<file path="src/rtl/prog_loader.sv">
// prog_loader: boot loader that writes a length-prefixed, checksummed byte stream into
// instruction memory and holds the core in reset until the image is verified.
module prog_loader #(
    parameter int unsigned IMEM_WORDS  = 256,
    parameter logic [31:0] BASE_ADDR   = 32'h0000_0000,
    parameter int unsigned TIMEOUT_CYC = 100000
) (
    input  logic        top_clk,
    input  logic        top_rst_n,
    input  logic        rx_valid,
    input  logic [7:0]  rx_data,
    output logic        rx_ready,
    output logic        imem_we,
    output logic [31:0] imem_addr,
    output logic [31:0] imem_wdata,
    output logic        cpu_rst,
    output logic        done,
    output logic        err
);
    localparam int WW = $clog2(IMEM_WORDS + 1);
    typedef enum logic [2:0] {IDLE, LEN, DATA, CSUM, DONE, ERR} state_t;
    state_t        state, state_nx;
    logic [1:0]    bcnt;
    logic [31:0]   len, word, to_cnt, len_nx, word_nx;
    logic [WW-1:0] widx;
    logic [7:0]    csum;
    logic          busy, acc, to_hit, last_word;

    assign busy      = state inside {LEN, DATA, CSUM};
    // gated by reset so the loader never looks ready while held
    assign rx_ready  = top_rst_n & (busy | (state == IDLE));
    assign acc       = rx_valid & rx_ready;
    assign len_nx    = {rx_data, len[31:8]};
    assign word_nx   = {rx_data, word[31:8]};
    assign last_word = 32'(widx) == len - 32'd1;
    assign to_hit    = (TIMEOUT_CYC != 0) && busy && !acc && (to_cnt + 32'd1 == TIMEOUT_CYC);
    assign cpu_rst   = state != DONE;
    assign done      = state == DONE;
    assign err       = state == ERR;

    always_comb begin
        state_nx = state;
        if (to_hit)
            state_nx = ERR;
        else if (acc)
            case (state)
                IDLE:    state_nx = LEN;
                LEN:     state_nx = bcnt != 2'd3 ? LEN :
                                    (len_nx == 32'd0 || len_nx > IMEM_WORDS) ? ERR : DATA;
                DATA:    state_nx = (bcnt == 2'd3 && last_word) ? CSUM : DATA;
                CSUM:    state_nx = rx_data == csum ? DONE : ERR;
                default: state_nx = state;
            endcase
    end

    always_ff @(posedge top_clk or negedge top_rst_n)
        if (!top_rst_n)
            state <= IDLE;
        else
            state <= state_nx;

    always_ff @(posedge top_clk or negedge top_rst_n) begin
        if (!top_rst_n) begin
            bcnt       <= '0;
            len        <= '0;
            word       <= '0;
            to_cnt     <= '0;
            widx       <= '0;
            csum       <= '0;
            imem_we    <= 1'b0;
            imem_addr  <= '0;
            imem_wdata <= '0;
        end else begin
            imem_we <= 1'b0;
            to_cnt  <= (acc || !busy) ? 32'd0 : to_cnt + 32'd1;
            if (acc && state != CSUM)
                bcnt <= bcnt + 2'd1;
            if (acc && state inside {IDLE, LEN})
                len <= len_nx;
            if (acc && state == DATA) begin
                word <= word_nx;
                csum <= csum + rx_data;
                if (bcnt == 2'd3) begin
                    imem_we    <= 1'b1;
                    imem_addr  <= BASE_ADDR + (32'(widx) << 2);
                    imem_wdata <= word_nx;
                    widx       <= widx + 1'b1;
                end
            end
        end
    end
endmodule
</file>
<file path="config.mk">
export PLATFORM = sky130hd
export DESIGN_NAME = prog_loader
export DESIGN_NICKNAME = d
export VERILOG_FILES = /design/src/rtl/prog_loader.sv
export SDC_FILE = /design/constraint.sdc
export NUM_CORES = 1
export LEC_CHECK = 0
export CELL_PAD_IN_SITES_DETAIL_PLACEMENT = 2
export CELL_PAD_IN_SITES_GLOBAL_PLACEMENT = 2
export CORE_AREA = 2 2 163 165
export CTS_CLUSTER_SIZE = 28
export DETAILED_ROUTE_END_ITERATION = 8
export DIE_AREA = 0 0 165 167
export HOLD_SLACK_MARGIN = 0.03
export PLACE_DENSITY = 0.72
export SLEW_MARGIN = 20
export SYNTH_ARGS = -nofsm -noshare
export SYNTH_HDL_FRONTEND = slang
export SYNTH_SLANG_ARGS = --single-unit
</file>
<file path="constraint.sdc">
create_clock -name top_clk -period 3.6 [get_ports top_clk]
set_clock_uncertainty 0.15 [all_clocks]
set_input_delay 0.72 -clock top_clk [delete_from_list [all_inputs] [get_ports top_clk]]
set_output_delay 0.72 -clock top_clk [all_outputs]
set_load 0.01 [all_outputs]
</file>
## Yosys cells after proc, flatten, opt, wreduce, memory -nomap -nowiden

Index checks and enable logic that the tools add are counted.

| storage, ports and cells | value |
|---|---|
| bits in registers | 160 |
| input bits | 11 |
| word-level logic and storage cells | 59 |

| cells by class | value |
|---|---|
| $add $sub $neg | 5 |
| order comparisons | 1 |
| equal/unequal tests | 12 |
| mux-type cells | 10 |
| bitwise gates (word level) | 3 |
| reductions and logical operators | 18 |

Operator list:

| kind | count |
|---|---|
| adder 32 x 1 -> 32 bit, second input constant | 1 |
| == test 32 x 17 -> 1 bit, second input constant | 1 |
| == test 9 x 32 -> 1 bit | 1 |
| greater-than comparator 32 x 9 -> 1 bit, second input constant | 1 |
| zero test 32 bit | 1 |
| two-way mux 32 bit | 1 |
| subtractor 32 x 1 -> 32 bit, second input constant | 1 |
| two-way mux 3 bit | 4 |
| one-hot mux 3 bit (4 select lines) | 1 |
| adder 9 x 1 -> 9 bit, second input constant | 1 |
| adder 8 bit | 1 |
| == test 8 bit | 1 |
| == test 3 x 2 -> 1 bit, second input constant | 2 |
| == test 3 bit, second input constant | 2 |
| logical AND 1 bit | 6 |
| nonzero test 5 bit | 1 |
| two-way mux 1 bit | 4 |
| AND reduction 2 bit | 2 |
| nonzero test 2 bit | 2 |
| == test 3 x 1 -> 1 bit, second input constant | 1 |
| zero test 3 bit | 1 |
| != test 3 x 2 -> 1 bit, second input constant | 1 |
| != test 3 bit, second input constant | 1 |
| nonzero test 3 bit | 1 |
| other kinds (7) | 10 |

## Depth between registers and ports, before layout

| depth | value |
|---|---|
| depth after elaboration | 10 |
| depth in mapped cells | 10 |
| mapped depth without buffers | 10 |

## Worst setup path before layout

Ideal clock, no wire load.

| timing | value |
|---|---|
| kind | flip-flop to flip-flop |
| from | register to_cnt[0] |
| to | register state[1] |
| library setup time | 118 ps |
| arrival | 2615 ps |
| data required time | 3332 ps |
| path slack | 717 ps |
| cell stages (with the launch flop) | 10 |
| path buffers | 0 |
| clock period less this slack | 2883 ps |
| path through | dfrtp_1 -> ha_1 -> nand4_2 -> nor4_4 -> nand3_1 -> xor2_1 -> or4b_1 -> a22oi_1 -> nand4_1 -> a21o_1 |

| on the way | value |
|---|---|
| word-level cells in the longest chain between the ends | 5 |
| elaborated cells on any way between the ends | 7 |

Ends and longest elaborated chain:

| item | line | source |
|---|---|---|
| start: declaration | 24 | `logic [31:0] len, word, to_cnt, len_nx, word_nx;` |
| start signal: assignment | 75 | `to_cnt <= (acc \|\| !busy) ? 32'd0 : to_cnt + 32'd1;` |
| adder 32 x 1 -> 32 bit * | 36 | `assign to_hit = (TIMEOUT_CYC != 0) && busy && !acc && (to_cnt + 32'd1 == TIMEOUT_CYC);` |
| == test 32 x 17 -> 1 bit * | 36 |  |
| logical AND 1 bit * | 36 |  |
| nonzero test 5 bit (no line) / nonzero test 2 bit (equally long branches) | n/a |  |
| AND reduction 2 bit (no line) | n/a |  |
| end signal: assignment | 60 | `state <= state_nx;` |
| end: declaration | 22 | `state_t state, state_nx;` |

Mark *: on every way between the ends. The rest lies on a longest branch, timed or not.
A chain may end at the register's enable or synchronous reset.

## Worst setup path in the final report

Same ends and word-level chain as after synthesis.

==> impl_results.rst <==
.. list-table::
   :header-rows: 1

   * - Metric
     - Value
   * - Wire length per cell
     - 17.7 µm
   * - Root buffer selected by CTS
     - sky130_fd_sc_hd__clkbuf_16
   * - Initial core utilization
     - 29.6%
   * - Netlist area before placement
     - 7630 µm²
   * - Total power density per cell area
     - 396 nW/µm²
   * - Sequential fraction of the synthesis area
     - 49.8%
   * - Worst min-delay path category
     - primary input to async pin
   * - H-tree lvl count
     - 4
   * - Area of the core region
     - 25800 µm²
   * - Count of buffering cells on the critical path with inverters included
     - 0
   * - Total global-route track usage
     - 15.1%
   * - Post-CTS setup buffers
     - 0
   * - Via count
     - 5327
   * - Total Routed Length
     - 19500 µm
   * - Dpl ws
     - 344 ps
   * - Number of antenna violations at the first check in global routing
     - 0
   * - Number of buffers inserted by port buffering
     - 56
   * - Worst-path cell with the longest stage delay
     - sky130_fd_sc_hd__or4b_1
   * - Count of TritonRoute iterations in the first routing pass
     - 4
   * - Peak Freq
     - 312 MHz
   * - Most area-consuming cells after synthesis
     - sky130_fd_sc_hd__dfrtp_1 (50%), sky130_fd_sc_hd__mux2_2 (14%), sky130_fd_sc_hd__xor2_1 (3.9%), sky130_fd_sc_hd__xnor2_1 (3.3%), sky130_fd_sc_hd__nor2_1 (3.2%)
   * - Top flip-flop cell by instance count after synthesis
     - sky130_fd_sc_hd__dfrtp_1
   * - CTS hold repair buffers
     - 0
   * - Required time worst endpoint
     - 3770 ps
   * - Clock tree from TritonCTS
     - built
   * - Top cell type's share of synthesized area
     - 49.8%
   * - Critical setup path kind
     - flop to flop
   * - Cells after Synth
     - 689
   * - Via count of the first global-routing pass
     - 5859
   * - Die H
     - 167 µm
   * - Pins over their slew limit
     - 0
   * - DR vias/cell
     - 4.84
   * - Global-route congestion overflow total
     - 0
   * - Proportion of register bits with asynchronous set or reset after synthesis
     - 100%
   * - Number of failing hold endpoints at the final stage
     - 0
   * - Row count
     - 59
   * - TritonCTS buffer count
     - 17
   * - WP data arrival
     - 3370 ps
   * - Area Overhead vs Synth
     - 20.1%
   * - Count of max-cap constraint violations
     - 0
   * - Clock transition at path regs
     - 70 ps
   * - Number of sinks handled by clock tree synthesis
     - 152
   * - Critical path capture point type
     - flop
   * - Number of warnings printed during yosys synthesis
     - 0
   * - PostCTS Resize Cnt
     - 0
   * - Final antenna diode count
     - 0
   * - Final setup violation count
     - 0
   * - Bufs on Longest Clock Path
     - 2
   * - Final Critical Period
     - 3200 ps
   * - Width of the die
     - 165 µm
   * - Power, Total
     - 3.63 mW
   * - Final net count
     - 777
   * - Ports placed on the boundary
     - 80
   * - DRC viols
     - 0
   * - Leak Pwr
     - 4.04 nW
   * - Result of the run
     - finished clean
   * - Global-route wire length before repair
     - 32700 µm
   * - Detailed Place HPWL
     - 13600 µm
   * - Largest net degree at the start of global routing
     - 68
   * - Syn avg cell area
     - 11.1 µm²
   * - Post-route setup slack
     - 398 ps
   * - Delay of the slowest critical-path stage
     - 460 ps
   * - Cells along the critical path
     - ha_1, nand4_2, nor4_4, nand3_1, xor2_1, or4b_1, a22oi_1, nand4_1, a21o_1
   * - Distinct cell type count of the synthesized netlist
     - 59
   * - Biggest fanout along the worst timing path
     - 10
   * - Relative max-transition margin
     - 42.7%
   * - Count of nets left with antenna violations after detail routing
     - 0
   * - Cell family with most CP delay
     - simple AND/OR/NAND/NOR gates
   * - Setup repair after global routing missed its margin
     - no
   * - Share of final-layout standard cells stronger than drive strength 1
     - 20.6%
   * - Max rail drop VDD
     - 0.228 mV
   * - Crit start category
     - flop
   * - Sum Neg Setup Slack
     - 0 ps
   * - DIE AREA
     - 27600 µm²
   * - GP Congestion
     - 0.757
   * - Period utilisation layout
     - 89.0%
   * - Post-synth EDFFs
     - 0
   * - Post-synthesis register bit count
     - 152
   * - Setup slack of the most critical reg-to-reg path
     - 400 ps
   * - Violation count after the first detailed-route iteration
     - 204
   * - Measured slew at the worst slew-check pin
     - 859 ps
   * - Clock network latency to the later pin of the worst-skew pair
     - 430 ps
   * - Largest area contributor in the netlist
     - sky130_fd_sc_hd__dfrtp_1
==> Yosys cell counts, types with 12 or more instances <==
library cell               instances
sky130_fd_sc_hd__ha_1             12
sky130_fd_sc_hd__mux2_2           95
sky130_fd_sc_hd__nand3_1          33
sky130_fd_sc_hd__nor3_1           17
sky130_fd_sc_hd__o21ai_0          24
sky130_fd_sc_hd__nand2_1          44
sky130_fd_sc_hd__dfrtp_1         152
sky130_fd_sc_hd__clkbuf_1         14
sky130_fd_sc_hd__xnor2_1          29
sky130_fd_sc_hd__nor2_1           65
sky130_fd_sc_hd__buf_4            23
sky130_fd_sc_hd__inv_1            16
sky130_fd_sc_hd__xor2_1           34
sky130_fd_sc_hd__nand4_1          17
sky130_fd_sc_hd__a21oi_1          13
==> placed cells by master (no fill, tap or decap), drive strengths merged, types with 19 or more instances in the layout <==
cell / count
clkdlybuf4s50: 55
conb: 23
dfrtp: 152
inv: 24
mux2: 95
nand2: 44
nand3: 33
nor2: 65
nor3: 19
o21ai: 25
xnor2: 29
xor2: 34
==> area by class of cell <==
type	count	area (µm²)
Clock buffer	17	425
Sequential cell	152	3800
Fill cell	2745	16600
Inverter	16	60.1
Tap cell	335	419
Clock inverter	15	178
Multi-Input combinational cell	495	3590
Timing Repair Buffer	71	687
==> report_power, final <==
| part | total [mW] | switching (mW) | internal (mW) | leakage [nW] |
|---|---|---|---|---|
| logic | 0.0965 | 0.0684 | 0.0280 | 1.67 |
| registers | 1.71 | 0.00377 | 1.71 | 2.08 |
| clock network | 1.82 | 0.883 | 0.941 | 0.291 |
| total | 3.63 | 0.955 | 2.68 | 4.04 |
==> metal layers <==
| layer | wire, µm | vias up | track usage (%) |
|---|---|---|---|
| met3 | 558 | 7 | 3.34 |
| met4 | 137 | 0 | 3.74 |
| met1 | 9090 | 2752 | 20.3 |
| met5 | 0 | - | 0 |
| li1 | - | 2502 | - |
| met2 | 9720 | 66 | 24.7 |
==> path summary, 6_finish.rpt <==
path                           start  depth (start not counted)        endpoint
max                        to_cnt[0]                          9        state[1]
min                        top_rst_n                          1      to_cnt[12]
max reg2reg                to_cnt[0]                          9        state[1]
min reg2reg                  bcnt[0]                          1         bcnt[0]
max in group asynchronous  top_rst_n                          2  imem_wdata[26]
min in group top_clk         bcnt[0]                          1         bcnt[0]
==> state kept, by name (all words and copies together) (netlist names) <==
name and count:
csum 8, bcnt 2, imem_we 1, imem_wdata 32, state 3, widx 9, to_cnt 32, len 32
word 24, imem_addr 9
==> logic make-up (layout without fill, tap and decap cells) <==
| family | after synthesis | count (layout) | share of synthesized area, % |
|---|---|---|---|
| flops | 152 | 152 | 49.8 |
| compound gates | 69 | 69 | 5.71 |
| buf+inv | 64 | 119 | 4.36 |
| other cells | 1 | 23 | 0.0491 |
| mux | 100 | 100 | 14.7 |
| simple gates | 227 | 227 | 15.9 |
| fa+ha+maj | 13 | 13 | 2.23 |
| xor+xnor | 63 | 63 | 7.23 |
==> per-stage QoR <==
step                      hold WS, ps  cell area (µm²)  utilization, %  std cells
final                            31.3             9170            35.6       1101
after global routing             36.7             9170            35.6       1101
after CTS                        31.5             9170            35.6       1101
after detailed placement          330             8560            33.2       1069
after global placement            321             8560            33.2       1069
after floorplan                   274             7710               -        711
No activity file was read; power rests on OpenSTA's default activity.
